### config.mk
export PLATFORM = sky130hd
export DESIGN_NAME = uart_frame_decoder
export DESIGN_NICKNAME = d
export VERILOG_FILES = /design/src/rtl/uart_frame_decoder.sv
export SDC_FILE = /design/constraint.sdc
export NUM_CORES = 1
export LEC_CHECK = 0
export BUFFER_PORTS_ARGS = -buffer_cell sky130_fd_sc_hd__buf_2
export CORE_UTILIZATION = 55
export CTS_BUF_LIST = sky130_fd_sc_hd__clkbuf_4 sky130_fd_sc_hd__clkbuf_8 sky130_fd_sc_hd__clkbuf_16
export DETAILED_ROUTE_END_ITERATION = 10
export PLACE_DENSITY = 0.8
export SETUP_SLACK_MARGIN = 0.2
export SKIP_LAST_GASP = 1
export SYNTH_ARGS = -nofsm -noshare
export SYNTH_HDL_FRONTEND = slang
export SYNTH_SLANG_ARGS = --single-unit
### constraint.sdc
create_clock -name clk -period 5.64 [get_ports clk]
set_input_delay 0.282 -clock clk [delete_from_list [all_inputs] [get_ports clk]]
set_output_delay 0.282 -clock clk [all_outputs]
set_load 0.01 [all_outputs]
### src/rtl/uart_frame_decoder.sv
// uart_frame_decoder: assembles SOF|ADDR|LEN|PAYLOAD|CHK frames from the UART
// receiver byte stream, verifies the XOR checksum and replays the buffered
// payload as register writes over a valid/ready port.
module uart_frame_decoder #(
  parameter real        CPLD_CLK_Hz = 66_000_000.0,
  parameter int         TIMEOUT_US  = 2000,
  parameter logic [7:0] SOF_BYTE    = 8'hA5,
  parameter int         MAX_LEN     = 8
) (
  input  logic       clk,
  input  logic       rst_n,
  input  logic [8:0] rx_data,
  input  logic       rx_valid,
  output logic       wr_valid,
  input  logic       wr_ready,
  output logic [7:0] wr_addr,
  output logic [7:0] wr_data,
  output logic       frame_ok,
  output logic       frame_err,
  output logic [1:0] err_code,
  output logic       busy,
  output logic [3:0] ovr_cnt
);

  localparam int TIMEOUT_CLKS = int'(CPLD_CLK_Hz * TIMEOUT_US / 1.0e6);
  localparam int TW           = (TIMEOUT_CLKS > 2) ? $clog2(TIMEOUT_CLKS) : 1;
  localparam int IW           = $clog2(MAX_LEN + 1);
  localparam int BUF_D        = 1 << IW;

  localparam logic [TW-1:0] TOUT_LAST = TW'(TIMEOUT_CLKS - 1);
  localparam logic [7:0]    MAX_LEN_B = 8'(MAX_LEN);
  localparam logic [IW-1:0] IDX_ONE   = IW'(1);

  localparam logic [1:0] ERR_LEN  = 2'b01;
  localparam logic [1:0] ERR_CHK  = 2'b10;
  localparam logic [1:0] ERR_TOUT = 2'b11;

  typedef enum logic [2:0] {
    S_IDLE,
    S_ADDR,
    S_LEN,
    S_PAYLOAD,
    S_CHK,
    S_REPLAY
  } state_t;

  state_t          r_state;
  logic [7:0]      r_base;
  logic [IW-1:0]   r_len;
  logic [IW-1:0]   r_idx;
  logic [7:0]      r_chk;
  logic [TW-1:0]   r_tcnt;
  logic [7:0]      r_buf [BUF_D];
  logic            r_wrValid;
  logic [7:0]      r_wrAddr;
  logic [7:0]      r_wrData;
  logic            r_frameOk;
  logic            r_frameErr;
  logic [1:0]      r_errCode;
  logic [3:0]      r_ovr;

  logic [7:0]      w_byte;
  logic            w_rxParityUnused;
  logic            w_inFrame;
  logic            w_lastIdx;
  logic [IW-1:0]   w_nextIdx;

  // The receiver word carries the byte in the upper bits; bit 0 has no meaning here.
  assign w_byte           = rx_data[8:1];
  assign w_rxParityUnused = rx_data[0];
  assign w_inFrame        = (r_state == S_ADDR) || (r_state == S_LEN) ||
                            (r_state == S_PAYLOAD) || (r_state == S_CHK);
  assign w_lastIdx        = (r_idx == (r_len - IDX_ONE));
  assign w_nextIdx        = r_idx + IDX_ONE;

  // Frame FSM: byte assembly, inter-byte timeout, checksum and payload replay.
  always_ff @(posedge clk or negedge rst_n) begin
    if (!rst_n) begin
      r_state    <= S_IDLE;
      r_base     <= '0;
      r_len      <= '0;
      r_idx      <= '0;
      r_chk      <= '0;
      r_tcnt     <= '0;
      r_wrValid  <= 1'b0;
      r_wrAddr   <= '0;
      r_wrData   <= '0;
      r_frameOk  <= 1'b0;
      r_frameErr <= 1'b0;
      r_errCode  <= '0;
      r_ovr      <= '0;
      for (int i = 0; i < BUF_D; i++) begin
        r_buf[i] <= '0;
      end
    end else begin
      r_frameOk  <= 1'b0;
      r_frameErr <= 1'b0;

      if (w_inFrame && !rx_valid) begin
        if (r_tcnt == TOUT_LAST) begin
          r_frameErr <= 1'b1;
          r_errCode  <= ERR_TOUT;
          r_state    <= S_IDLE;
          r_tcnt     <= '0;
        end else begin
          r_tcnt <= r_tcnt + TW'(1);
        end
      end else begin
        r_tcnt <= '0;
      end

      case (r_state)
        S_IDLE: begin
          if (rx_valid && (w_byte == SOF_BYTE)) begin
            r_chk   <= '0;
            r_state <= S_ADDR;
          end
        end

        S_ADDR: begin
          if (rx_valid) begin
            r_base  <= w_byte;
            r_chk   <= r_chk ^ w_byte;
            r_state <= S_LEN;
          end
        end

        S_LEN: begin
          if (rx_valid) begin
            r_chk <= r_chk ^ w_byte;
            if ((w_byte == 8'd0) || (w_byte > MAX_LEN_B)) begin
              r_frameErr <= 1'b1;
              r_errCode  <= ERR_LEN;
              r_state    <= S_IDLE;
            end else begin
              r_len   <= w_byte[IW-1:0];
              r_idx   <= '0;
              r_state <= S_PAYLOAD;
            end
          end
        end

        S_PAYLOAD: begin
          if (rx_valid) begin
            r_buf[r_idx] <= w_byte;
            r_chk        <= r_chk ^ w_byte;
            if (w_lastIdx) begin
              r_state <= S_CHK;
            end else begin
              r_idx <= w_nextIdx;
            end
          end
        end

        S_CHK: begin
          if (rx_valid) begin
            if (w_byte == r_chk) begin
              r_idx     <= '0;
              r_wrValid <= 1'b1;
              r_wrAddr  <= r_base;
              r_wrData  <= r_buf[0];
              r_state   <= S_REPLAY;
            end else begin
              r_frameErr <= 1'b1;
              r_errCode  <= ERR_CHK;
              r_state    <= S_IDLE;
            end
          end
        end

        S_REPLAY: begin
          if (rx_valid && (r_ovr != 4'hF)) begin
            r_ovr <= r_ovr + 4'd1;
          end
          if (r_wrValid && wr_ready) begin
            if (w_lastIdx) begin
              r_wrValid <= 1'b0;
              r_frameOk <= 1'b1;
              r_state   <= S_IDLE;
            end else begin
              r_idx    <= w_nextIdx;
              r_wrAddr <= r_base + 8'(w_nextIdx);
              r_wrData <= r_buf[w_nextIdx];
            end
          end
        end

        default: begin
          r_state <= S_IDLE;
        end
      endcase
    end
  end

  assign wr_valid  = r_wrValid;
  assign wr_addr   = r_wrAddr;
  assign wr_data   = r_wrData;
  assign frame_ok  = r_frameOk;
  assign frame_err = r_frameErr;
  assign err_code  = r_errCode;
  assign ovr_cnt   = r_ovr;
  assign busy      = (r_state != S_IDLE);

endmodule

## Yosys cells after proc, flatten, opt, wreduce, memory -nomap -nowiden

Index checks and enable logic that the tools add are counted.

- Memories kept: 0
- Flip-flop bits (word level): 198
- Bits in latches: 0
- Bits of input ports: 13
- Bits in writable memories: 0
- Bits in read-only memories: 0

- Reductions and logical operators: 25
- Multipliers: 0
- Bitwise logic cells: 4
- Shift-type cells: 0
- Muxes and demuxes: 64
- Div/mod/pow operators: 0
- Add/sub/neg operators: 5
- Eq/ne operators: 20
- Magnitude comparators: 4

Operator list:

| cell | count |
|---|---|
| bitwise mux 128 bit | 1 |
| two-way mux 8 bit | 13 |
| one-hot mux 8 bit (2 select lines) | 3 |
| two-way mux 18 bit | 2 |
| two-way mux 3 bit | 11 |
| binary-select mux 8 bit (select 4 bit) | 1 |
| demux 8 bit (select 4 bit) | 1 |
| two-way mux 4 bit | 7 |
| adder 18 x 1 -> 18 bit (second input constant) | 1 |
| == test 18 bit (second input constant) | 1 |
| one-hot mux 3 bit (6 select lines) | 1 |
| inequality test 2 bit (second input constant) | 8 |
| one-hot mux 4 bit (4 select lines) | 1 |
| two-way mux 2 bit | 7 |
| two-way mux 1 bit | 13 |
| greater-or-equal comparator 5 bit (second input constant) | 2 |
| NOT 4 -> 5 bit | 2 |
| AND reduction 5 bit | 2 |
| adder 4 x 1 -> 4 bit (second input constant) | 2 |
| adder 8 x 4 -> 8 bit | 1 |
| == test 8 bit | 1 |
| == test 8 bit (second input constant) | 1 |
| > comparator 8 x 4 -> 1 bit (second input constant) | 1 |
| logical NOT 8 bit | 1 |
| other kinds (23) | 38 |

## Depth between registers and ports, before layout

Gate-level depths: netlist of run 1.

- Word-level depth: 9
- Depth in mapped cells: 11
- Gate-level depth less buffers: 9

## Worst setup path before layout of run 1

Ideal clock, no wire load.

- Kind: reg2reg
- From: register r_idx[0]
- To: register r_wrData[5], in the netlist wr_data[5]
- Cell stages (with the launch flop): 12
- Arrival: 2556 ps
- Library setup time: 126 ps
- Buffers on the path: 4
- Data required time: 5514 ps
- Path slack: 2958 ps
- Path through: dfrtp_1 buf_4 buf_2 inv_1 ha_1 clkbuf_1 clkbuf_1 mux4_2 mux2i_1 o22ai_1 a21oi_1 a21oi_1

- Cells in the longest elaborated chain, start to end: 8
- Elaborated cells between the ends (all ways): 11
- Those cells by class: add/sub (1); eq/ne (2); mux (6); bitwise (1); reduce/logical (1)

Ends and longest elaborated chain:

| item | line | source |
|---|---|---|
| start: declaration | 50 | `logic [IW-1:0] r_idx;` |
| start signal: assignment | 150 | `r_idx <= w_nextIdx;` |
| start signal: assignment | 181 | `r_idx <= w_nextIdx;` |
| adder 4 x 1 -> 4 bit | 74 | `assign w_nextIdx = r_idx + IDX_ONE;` |
| NOT 4 -> 5 bit (not written as such) | 183 | `r_wrData <= r_buf[w_nextIdx];` |
| binary-select mux 8 bit (select 4 bit) | 183 |  |
| two-way mux 8 bit (not written as such) (2 in a row) | 183 |  |
| two-way mux 8 bit | 176 | `if (w_lastIdx) begin` |
| two-way mux 8 bit | 175 | `if (r_wrValid && wr_ready) begin` |
| one-hot mux 8 bit (2 select lines) | 112 | `case (r_state)` |
| end signal: assignment | 161 | `r_wrData <= r_buf[0];` |
| end signal: assignment | 183 |  |
| end: declaration | 56 | `logic [7:0] r_wrData;` |

Parallel ways exist; a longest one is shown, timed or not. The select of a mux whose other input is x is not followed.
A chain may end at the register's enable or synchronous reset.

## Worst setup path after layout of run 1

- From: register r_idx[0]
- To: register r_wrAddr[7], in the netlist wr_addr[7]

- Cells in the longest elaborated chain, start to end: 5
- Elaborated cells between the ends (all ways): 8
- Those cells by class: add/sub (2); eq/ne (2); mux (3); reduce/logical (1)

Ends and longest elaborated chain:

| item | line | source |
|---|---|---|
| adder 4 x 1 -> 4 bit | 74 |  |
| adder 8 x 4 -> 8 bit | 182 | `r_wrAddr <= r_base + 8'(w_nextIdx);` |
| two-way mux 8 bit | 176 |  |
| two-way mux 8 bit | 175 |  |
| one-hot mux 8 bit (2 select lines) | 112 |  |
| end signal: assignment | 160 | `r_wrAddr <= r_base;` |
| end signal: assignment | 182 |  |
| end: declaration | 55 | `logic [7:0] r_wrAddr;` |

Parallel ways exist; a longest one is shown, timed or not. The select of a mux whose other input is x is not followed.

==> flow_summary.json, run 1 <==
{
  "setup_tns_ns": 0,
  "die_w_um": 134,
  "place_inst": 981,
  "seq_area_frac_synth_pct": 51.5,
  "powerDensity_mw_per_mm2": 348,
  "synth_edf_count": 0,
  "p_seq_share_pct": 44.2,
  "synthFlopType": "dfrtp_1",
  "postRouteAntennaNets": 0,
  "gr-usage-all-layers_pct": 24.7,
  "fmax_ghz": 0.275,
  "r2r-end": "wr_addr[7]$_DFFE_PN0P_",
  "tightest_slew_ns": 1.12,
  "synth.most_common_cell": "dfrtp_1",
  "core_mm2": 0.0168,
  "design_area_mm2": 0.0106,
  "fin_crit_sh_pct": 64.5,
  "async_reset_ff_share_pct": 100,
  "vias": 6271,
  "max-slew-margin-rel_pct": 25.3,
  "syn_avg_cell_area_um2": 12.5,
  "synth.largest_area_cell": "dfrtp_1",
  "hpwlAfterDp_um": 13400,
  "drcViolationCount": 0,
  "cts-buffers-inserted": 17,
  "area_delta_synth_final_pct": 10.0,
  "swShare_pct": 28.1,
  "critical_path_required_ns": 5.94,
  "synth.distinct_cells": 57,
  "status": "completed",
  "antenna_found_initial": 0,
  "reg2reg_from": "r_idx[0]$_DFFE_PN0P_",
  "first_pass_iters": 6,
  "diodes": 0,
  "whs_ns": 0.173,
  "hold_path_end": "frame_ok$_DFF_PN0_",
  "ys_seq_elements": 198,
  "hold_class": "input pin to register",
  "cts-htree-levels": 4,
  "gp_congestion": 0.837,
  "grt_pass1_wl_um": 34000,
  "cts.sinks": 198,
  "syn_area_mm2": 0.00962,
  "drive_gt1_share_pct": 32.7,
  "final_cells": 1014,
  "hold_viol": 0,
  "peakVddDrop_mv": 0.236,
  "synth_nets": 792,
  "synth_common_cells": "198 x dfrtp_1, 142 x mux2_2, 64 x nor2_1",
  "routed_wirelength_um": 20700,
  "rsz0062_at_grt": "false",
  "power.total_mw": 3.68,
  "place_ws_ns": 1.99,
  "row_count": 47,
  "cts_tree": "built",
  "path_max_fanout": 39,
  "hold_path_depth": 3,
  "wire_per_inst_um": 20.4,
  "skew_ns": 0.0177,
  "clockPowerShare_pct": 36.6,
  "design.portCount": 39,
  "drv_slew": 0,
  "final_util_pct": 63.0,
  "post-route-min-period_ns": 3.64,
  "overflow": 0,
  "grt_start_max_net_pins": 108,
  "layout.nets": 806,
  "first_iter_violations": 370,
  "dieArea_mm2": 0.0180,
  "yosysWarnings": 0,
  "viasPerCell": 6.18,
  "p_int_mw": 2.65,
  "clock-root-buffer": "clkbuf_16",
  "placed_cell_area_mm2": 0.00992,
  "port_buffers": 37,
  "clk_path_buf_depth": 2,
  "cts_resized": 0,
  "synthCells": 767,
  "layout_setup_ws_ns": 2.00,
  "initial_core_util_pct": 57.2,
  "power.leakage_nw": 4.93,
  "holdCritStartpoint": "wr_ready",
  "path_class": "register to register",
  "dieHeight_um": 134,
  "switchingPower_mw": 1.03,
  "clk_pin_slew_ns": 0.07,
  "worst_setup_path_start_kind": "register",
  "worst_skew_pair.late_latency_ns": 0.43,
  "cp-end-kind": "register",
  "power_frac_comb_pct": 19.3,
  "synth_top_area_share_pct": 51.5,
  "r2r_slack_ns": 2.00,
  "ff2ff_path_depth": 10,
  "drv_cap": 0,
  "synthTopCellsByArea": "dfrtp_1 51%, mux2_2 17%, mux4_2 7.5%, nor2_1 2.5%, nand2_1 1.9%",
  "first_global_vias": 6597,
  "setup_viol_count_final": 0,
  "worstPathArrival_ns": 3.94
}
## worst max-delay path, stage by stage, from the launching register on
cell,delay (ns)
dfrtp_2,0.34
buf_4,0.56
inv_1,0.20
ha_2,1.02
ha_1,0.38
a21o_1,0.16
a21o_1,0.22
a21oi_1,0.24
nor3b_1,0.10
xnor2_1,0.18
a21oi_1,0.09
## routing by layer
layer,vias up,GRT usage [%],wire length [um]
met5,-,0,0
met4,0,11.0,570
met1,3230,31.2,8400
met2,221,41.5,10500
li1,2780,-,-
met3,40,4.76,1230
## sequential cells by signal (all words and copies together), names as in the netlist, 2 cells and up
| register | cells |
|---|---|
| wr_data | 8 |
| r_tcnt | 18 |
| err_code | 2 |
| r_len | 4 |
| r_base | 8 |
| ovr_cnt | 4 |
| wr_addr | 8 |
| r_state | 3 |
| r_idx | 4 |
| r_chk | 8 |
| r_buf | 128 |
## layout by cell type, fill, tap and decap left out, drive strengths merged, types with 3 or more instances in the layout
| cell | count |
|---|---|
| a21oi | 28 |
| o21ai | 29 |
| nor2 | 64 |
| clkinv | 5 |
| nand2b | 4 |
| mux2 | 142 |
| nor3 | 7 |
| nand3 | 14 |
| ha | 11 |
| a21o | 4 |
| buf | 40 |
| xnor2 | 19 |
| o31ai | 3 |
| nor4 | 7 |
| and2 | 3 |
| inv | 11 |
| xor2 | 20 |
| nand2 | 49 |
| and3 | 6 |
| mux2i | 17 |
| mux4 | 32 |
| o22ai | 9 |
| nand4 | 8 |
| clkbuf | 21 |
| bufinv | 5 |
| nor2b | 6 |
| dfrtp | 198 |
## kinds of logic (layout without fill, tap and decap cells)
logic type | after synthesis | in the layout | share of synthesized area, %
AND/OR/NAND/NOR | 180 | 180 | 9.08
buffers and inverters | 57 | 84 | 2.54
flip-flops | 198 | 198 | 51.5
multiplexers | 191 | 191 | 25.9
adder cells (fa/ha/maj) | 12 | 12 | 1.64
XOR/XNOR | 40 | 40 | 3.86
AO/OA/AOI/OAI | 89 | 89 | 5.51
## power by group through the flow
stage	registers (mW)	clock network [mW]	logic [mW]
floorplan	1.61	0	0.563
global placement	1.63	0	0.676
detailed placement	1.65	0	0.705
CTS	1.62	1.36	0.714
global route	1.64	1.42	0.782
finish	1.63	1.35	0.709
## area by class of cell
class,count,area (um^2)
fill,1197,6230
sequential,198,4960
multi-input combinational,512,4430
clock buffer,20,460
tap,220,275
timing repair buffer,42,234
clock inverter,12,199
inverter,10,37.5
## timing repair
action                                 4_1_cts  5_1_grt
hold buffers                                 1        0
buffers inserted                             0        0
endpoints found under the hold margin       47        0
## how the worst max path moves through the flow
stage                          from                endpoint  depth (start not counted)
2_1_floorplan  r_idx[0]$_DFFE_PN0P_  wr_data[5]$_DFFE_PN0P_                         11
3_3_place_gp   r_idx[0]$_DFFE_PN0P_  wr_addr[7]$_DFFE_PN0P_                         10
3_5_place_dp   r_idx[0]$_DFFE_PN0P_  wr_addr[7]$_DFFE_PN0P_                         10
4_1_cts        r_idx[0]$_DFFE_PN0P_  wr_addr[7]$_DFFE_PN0P_                         10
5_1_grt        r_idx[0]$_DFFE_PN0P_  wr_addr[7]$_DFFE_PN0P_                         10
6_report       r_idx[0]$_DFFE_PN0P_  wr_addr[7]$_DFFE_PN0P_                         10
No activity file was read; power rests on OpenSTA's default activity.
==> inputs of run 2 (changes only) <==
==> constraint.sdc (replaced) <==
create_clock -name clk -period 3.5 [get_ports clk]
set_input_delay 0.175 -clock clk [delete_from_list [all_inputs] [get_ports clk]]
set_output_delay 0.175 -clock clk [all_outputs]
set_load 0.01 [all_outputs]
==> run 2 against run 1 <==
Net effect:
- core utilization is essentially flat
- wire length is 1.5% higher
- clock skew decreased by 0.0063 ns
- cell count up 0.39%
- critical path depth fell by 5
- hold slack got worse by 0.097 ns
- total power grew 58%
- fmax is 42% higher
- largest power group unchanged
==> flow_summary.json, run 2 (synthesis gave the netlist of run 1 again) <==
{
  "rsz0062_at_grt": "false",
  "cts_setup_buffers": 0,
  "postRouteAntennaNets": 0,
  "p_int_mw": 4.12,
  "clock-root-buffer": "clkbuf_16",
  "dieArea_mm2": 0.0180,
  "setup_tns_ns": 0,
  "worst_skew_pair.late_latency_ns": 0.44,
  "hold_path_end": "frame_ok$_DFF_PN0_",
  "core_mm2": 0.0168,
  "design.portCount": 39,
  "overflow": 0,
  "path_max_fanout": 20,
  "cts-htree-levels": 4,
  "clk_path_buf_depth": 2,
  "clockPowerShare_pct": 35.0,
  "drcViolationCount": 0,
  "cts-buffers-inserted": 17,
  "holdCritStartpoint": "wr_ready",
  "largest_register_ffs": 128,
  "post-route-min-period_ns": 2.56,
  "fillers": 1243,
  "initial_core_util_pct": 57.2,
  "path_class": "register to register",
  "fmax_ghz": 0.390,
  "p_seq_share_pct": 45.2,
  "gp_congestion": 0.813,
  "swShare_pct": 29.2,
  "row_count": 47,
  "final_cells": 1018,
  "r2r-end": "r_buf[10]$_DFFE_PN0P_",
  "worst_setup_path_start_kind": "register",
  "hold_class": "input pin to register",
  "diodes": 0,
  "power.leakage_nw": 4.93,
  "worstPathArrival_ns": 2.88,
  "grt_start_max_net_pins": 106,
  "wire_per_inst_um": 20.7,
  "status": "completed",
  "viasPerCell": 6.21,
  "first_pass_iters": 5,
  "cp-end-kind": "register",
  "die_w_um": 134,
  "antenna_found_initial": 0,
  "port_buffers": 37,
  "clk_pin_slew_ns": 0.07,
  "routed_wirelength_um": 21000,
  "cts.sinks": 198,
  "gr-usage-all-layers_pct": 25.0,
  "tightest_slew_ns": 1.10,
  "final_util_pct": 62.9,
  "skew_ns": 0.0114,
  "drv_cap": 0,
  "grt_pass1_wl_um": 34200,
  "area_delta_synth_final_pct": 10.0,
  "largest_register": "r_buf",
  "critical_path_required_ns": 3.82,
  "hold_viol": 0,
  "vias": 6326,
  "hold_path_depth": 3,
  "switchingPower_mw": 1.70,
  "power_frac_comb_pct": 19.8,
  "ctsHoldBuffers": 1,
  "cts_tree": "built",
  "powerDensity_mw_per_mm2": 550,
  "peakVddDrop_mv": 0.371,
  "ff2ff_path_depth": 5,
  "place_inst": 985,
  "cts_resized": 0,
  "r2r_slack_ns": 0.94,
  "layout.nets": 810,
  "final_common_cell": "dfrtp_1",
  "max-slew-margin-rel_pct": 26.3,
  "reg2reg_from": "r_state[1]$_DFF_PN0_",
  "setup_viol_count_final": 0,
  "dieHeight_um": 134,
  "fin_crit_sh_pct": 73.3,
  "most-common-layout-cells": "197 x dfrtp_1, 142 x mux2_2, 64 x nor2_1",
  "first_global_vias": 6480,
  "hpwlAfterDp_um": 13800,
  "drv_slew": 0,
  "top_regs": "r_buf x128, r_tcnt x18",
  "drive_gt1_share_pct": 33.0,
  "first_iter_violations": 533
}
## run 2: critical path, cell delays in order (launching register included)
cell and delay, ns:
dfrtp_1 0.72, nand2_1 0.23, nor3_1 0.35, and2_1 0.29, nand3_1 0.42, mux2_2 0.44
## run 2: power groups by stage
stage               combinational [mW]  sequential, mW  clock (mW)
global route                      1.27            2.65        2.16
detailed placement                1.15            2.67           0
global placement                  1.10            2.65           0
CTS                               1.16            2.63        2.05
floorplan                        0.908            2.59           0
finish                            1.15            2.63        2.04
## run 2: how the worst max path moves through the flow
stage                         startpoint                      to  slack (ns)  depth (start not counted)
CTS                 r_state[1]$_DFF_PN0_   r_buf[10]$_DFFE_PN0P_        0.97                          5
floorplan           r_idx[0]$_DFFE_PN0P_  wr_data[5]$_DFFE_PN0P_        0.82                         11
finish              r_state[1]$_DFF_PN0_   r_buf[10]$_DFFE_PN0P_        0.94                          5
detailed placement  r_state[0]$_DFF_PN0_   r_buf[11]$_DFFE_PN0P_        1.03                          5
global route        r_state[2]$_DFF_PN0_  wr_data[5]$_DFFE_PN0P_        0.78                          6
global placement    r_idx[1]$_DFFE_PN0P_  wr_data[4]$_DFFE_PN0P_        1.11                          8
## run 2: area by class of cell
| class | count | area (um^2) | area share, % |
|---|---|---|---|
| inverter | 10 | 37.5 | 0.355 |
| clock buffer | 19 | 447 | 4.22 |
| timing repair buffer | 46 | 277 | 2.61 |
| tap | 220 | 275 | 2.60 |
| clock inverter | 13 | 170 | 1.61 |
| sequential | 198 | 4960 | 46.8 |
| multi-input combinational | 512 | 4420 | 41.8 |
## run 2: metal layers
| layer | track usage, % | wire, um |
|---|---|---|
| met2 | 42.7 | 10900 |
| met3 | 4.12 | 1070 |
| met4 | 9.68 | 441 |
| met1 | 31.9 | 8670 |
| met5 | 0 | 0 |
## run 2: metrics by stage
stage | hold WS [ns] | setup WS (ns) | total power [mW] | area [um^2]
after floorplan | -0.121 | 0.818 | 3.50 | 9620
after global placement | 0.155 | 1.11 | 3.75 | 9960
after detailed placement | 0.165 | 1.03 | 3.82 | 9960
after CTS | 0.0602 | 0.974 | 5.84 | 10600
after global routing | 0.0845 | 0.779 | 6.07 | 10600
final | 0.0755 | 0.935 | 5.82 | 10600
==> inputs of run 3 (changes only) <==
--- a/config.mk
+++ b/config.mk
@@ -5,6 +5,7 @@
 export SDC_FILE = /design/constraint.sdc
 export NUM_CORES = 1
 export LEC_CHECK = 0
+export ABC_AREA = 1
 export BUFFER_PORTS_ARGS = -buffer_cell sky130_fd_sc_hd__buf_2
 export CORE_UTILIZATION = 55
 export CTS_BUF_LIST = sky130_fd_sc_hd__clkbuf_4 sky130_fd_sc_hd__clkbuf_8 sky130_fd_sc_hd__clkbuf_16
==> constraint.sdc (replaced) <==
create_clock -name clk -period 2.6 [get_ports clk]
set_input_delay 0.13 -clock clk [delete_from_list [all_inputs] [get_ports clk]]
set_output_delay 0.13 -clock clk [all_outputs]
set_load 0.01 [all_outputs]
==> run 3 against run 2 <==
Net effect:
- die area is 4.4% higher
- clock power is 24% higher
- via count is 34% higher
- combinational power is 24% lower
- register-to-register slack worse by 0.52 ns
- area after synthesis is 4.5% higher
- setup slack worse by 0.52 ns
- sequential share of layout area is 1.7 points lower
- non-clock buffer count is 18 higher
==> flow_summary.json, run 3 <==
{
  "cts_tree": "built",
  "synth.distinct_cells": 36,
  "largest_register": "r_buf",
  "rsz0062_at_grt": "false",
  "worst_skew_pair.late_latency_ns": 0.44,
  "placed_cell_area_mm2": 0.0104,
  "dieArea_mm2": 0.0188,
  "setup_viol_count_final": 0,
  "path_max_fanout": 32,
  "drv_cap": 0,
  "path_class": "register to register",
  "powerDensity_mw_per_mm2": 618,
  "setup_tns_ns": 0,
  "die_w_um": 137,
  "area_delta_synth_final_pct": 9.27,
  "synth_edf_count": 0,
  "layout_setup_ws_ns": 0.417,
  "initial_core_util_pct": 56.0,
  "synth_top_area_share_pct": 49.3,
  "synthTopCellsByArea": "dfrtp_1 49%, nand2_1 15%, nor2_1 5.9%, nand3_1 4.8%, o21ai_1 4.8%",
  "cts-buffers-inserted": 17,
  "clock-root-buffer": "clkbuf_16",
  "first_global_vias": 8082,
  "first_iter_violations": 846,
  "ys_seq_elements": 198,
  "hpwlAfterDp_um": 15400,
  "place_inst": 1527,
  "gr-usage-all-layers_pct": 27.3,
  "postRouteAntennaNets": 0,
  "critical_path_required_ns": 2.92,
  "layout.nets": 1345,
  "synth.most_common_cell": "nand2_1",
  "final_common_cell": "nand2_1",
  "power.total_mw": 6.79,
  "seq_area_frac_synth_pct": 49.3,
  "fin_crit_sh_pct": 84.0,
  "core_mm2": 0.0180,
  "grt_pass1_wl_um": 39500,
  "largest_register_ffs": 128,
  "drive_gt1_share_pct": 10.8,
  "worst_setup_path_start_kind": "register",
  "drv_slew": 0,
  "cp-end-kind": "register",
  "hold_class": "input pin to register",
  "worstPathArrival_ns": 2.51,
  "top_regs": "r_buf x128, r_tcnt x18",
  "syn_area_mm2": 0.0101,
  "synth_common_cells": "400 x nand2_1, 198 x dfrtp_1, 158 x nor2_1",
  "fmax_ghz": 0.458,
  "tightest_slew_ns": 0.527,
  "critPathTopFamily": "simple AND/OR/NAND/NOR gates",
  "syn_avg_cell_area_um2": 7.76,
  "synth_nets": 1321,
  "max-slew-margin-rel_pct": 64.9,
  "antenna_found_initial": 0,
  "routed_wirelength_um": 23400,
  "synth.largest_area_cell": "dfrtp_1",
  "wire_per_inst_um": 15.0,
  "cpMaxStageDelayCell": "dfrtp_2",
  "dieHeight_um": 137,
  "diodes": 0,
  "viasPerCell": 5.43,
  "cpPeakStageDelay_ns": 0.43,
  "synthCells": 1296,
  "row_count": 49,
  "gp_congestion": 0.891,
  "cts.sinks": 198,
  "final_cells": 1562,
  "vias": 8483,
  "status": "completed",
  "drcViolationCount": 0,
  "skew_ns": 0.0120,
  "fillers": 1553,
  "clk_pin_slew_ns": 0.08,
  "place_ws_ns": 0.355,
  "yosysWarnings": 0,
  "power.leakage_nw": 5.21,
  "first_pass_iters": 5,
  "hold_viol": 0,
  "post-route-min-period_ns": 2.18,
  "cts-htree-levels": 4,
  "design.portCount": 39,
  "port_buffers": 37,
  "most-common-layout-cells": "400 x nand2_1, 196 x dfrtp_1, 158 x nor2_1",
  "grt_start_max_net_pins": 66,
  "async_reset_ff_share_pct": 100,
  "clk_path_buf_depth": 2,
  "overflow": 0,
  "design_area_mm2": 0.0110,
  "peakVddDrop_mv": 0.499,
  "crit_buf_inv": 2,
  "crit_path_cell_trace": "inv_1 -> ha_2 -> buf_4 -> nor2_1 -> o21ai_0 -> nand3_1 -> nand3_1 -> nand3_1 -> nand3_1 -> nand2_1",
  "synthFlopType": "dfrtp_1",
  "cpMostUsedCell": "nand3_1"
}
-- run 3: cell types whose count changed in the layout (fill, tap and decap cells not counted), sizes merged, moves of 13 or more --
cell / previous run / this run
nor2: 64 / 168
mux2i: 17 / 0
xnor2: 19 / 6
inv: 14 / 97
o21ai: 29 / 180
mux2: 142 / 0
mux4: 32 / 0
nand2: 49 / 405
buf: 44 / 62
a21oi: 28 / 9
nand3: 14 / 110
-- run 3: cell families after synthesis --
family / after synthesis / share of synthesized area [%]
AO/OA/AOI/OAI: 202 / 10.4
XOR/XNOR: 22 / 2.10
buffers and inverters: 155 / 7.04
AND/OR/NAND/NOR: 707 / 29.6
flip-flops: 198 / 49.3
adder cells (fa/ha/maj): 12 / 1.57
-- run 3: tightest hold or removal path: cells and delay by family --
kind | cells | cell delay [ns]
AO/OA/AOI/OAI | 1 | 0.09
AND/OR/NAND/NOR | 2 | 0.12
buffers and inverters | 1 | 0.08
-- run 3: metal layers --
layer	wire (um)	global-route usage (%)	vias to the layer above
met4	432	9.65	0
met1	10500	36.2	4016
met3	1330	5.78	30
met5	0	0	-
li1	-	-	4195
met2	11200	44.4	242
-- run 3: final cells by class --
type | instances | area, um^2 | area share (%)
multi-input combinational | 943 | 4390 | 40.0
inverter | 96 | 360 | 3.28
clock buffer | 18 | 433 | 3.94
tap | 229 | 287 | 2.61
timing repair buffer | 64 | 428 | 3.89
sequential | 198 | 4960 | 45.1
clock inverter | 14 | 128 | 1.16
-- run 3: path summary, 6_finish.rpt --
| path | from | slack (ns) | end | cells after the start |
|---|---|---|---|---|
| min in group asynchronous | rst_n | 0.23 | r_state[1]$_DFF_PN0_ | 2 |
| max | r_idx[1]$_DFFE_PN0P_ | 0.42 | wr_data[4]$_DFFE_PN0P_ | 10 |
| max in group asynchronous | rst_n | 1.60 | r_buf[108]$_DFFE_PN0P_ | 3 |
| min reg2reg | r_tcnt[0]$_DFF_PN0_ | 0.46 | r_tcnt[0]$_DFF_PN0_ | 1 |
| min | rx_data[3] | 0.04 | r_chk[2]$_DFFE_PN0P_ | 4 |
| max reg2reg | r_idx[1]$_DFFE_PN0P_ | 0.42 | wr_data[4]$_DFFE_PN0P_ | 10 |
-- run 3: per-stage QoR --
step	hold WS (ns)	utilization, %
2_1_floorplan	-0.166	-
3_3_place_gp	0.152	57.9
3_5_place_dp	0.150	57.9
4_1_cts	0.0193	61.0
5_1_grt	0.0512	61.2
6_report	0.0363	61.2
-- run 3: report_power, final --
part           total, mW  switching (mW)  internal, mW
sequential          3.38           0.134          3.25
combinational      0.875           0.574         0.301
clock               2.53            1.19          1.34
-- run 3: what timing repair did --
item                                    in CTS  in global routing
endpoints found under the setup margin       0                  8
setup buffers                                0                  2
gates resized for setup                      0                  3
endpoints found under the hold margin       57                  0
hold buffers                                 1                  0
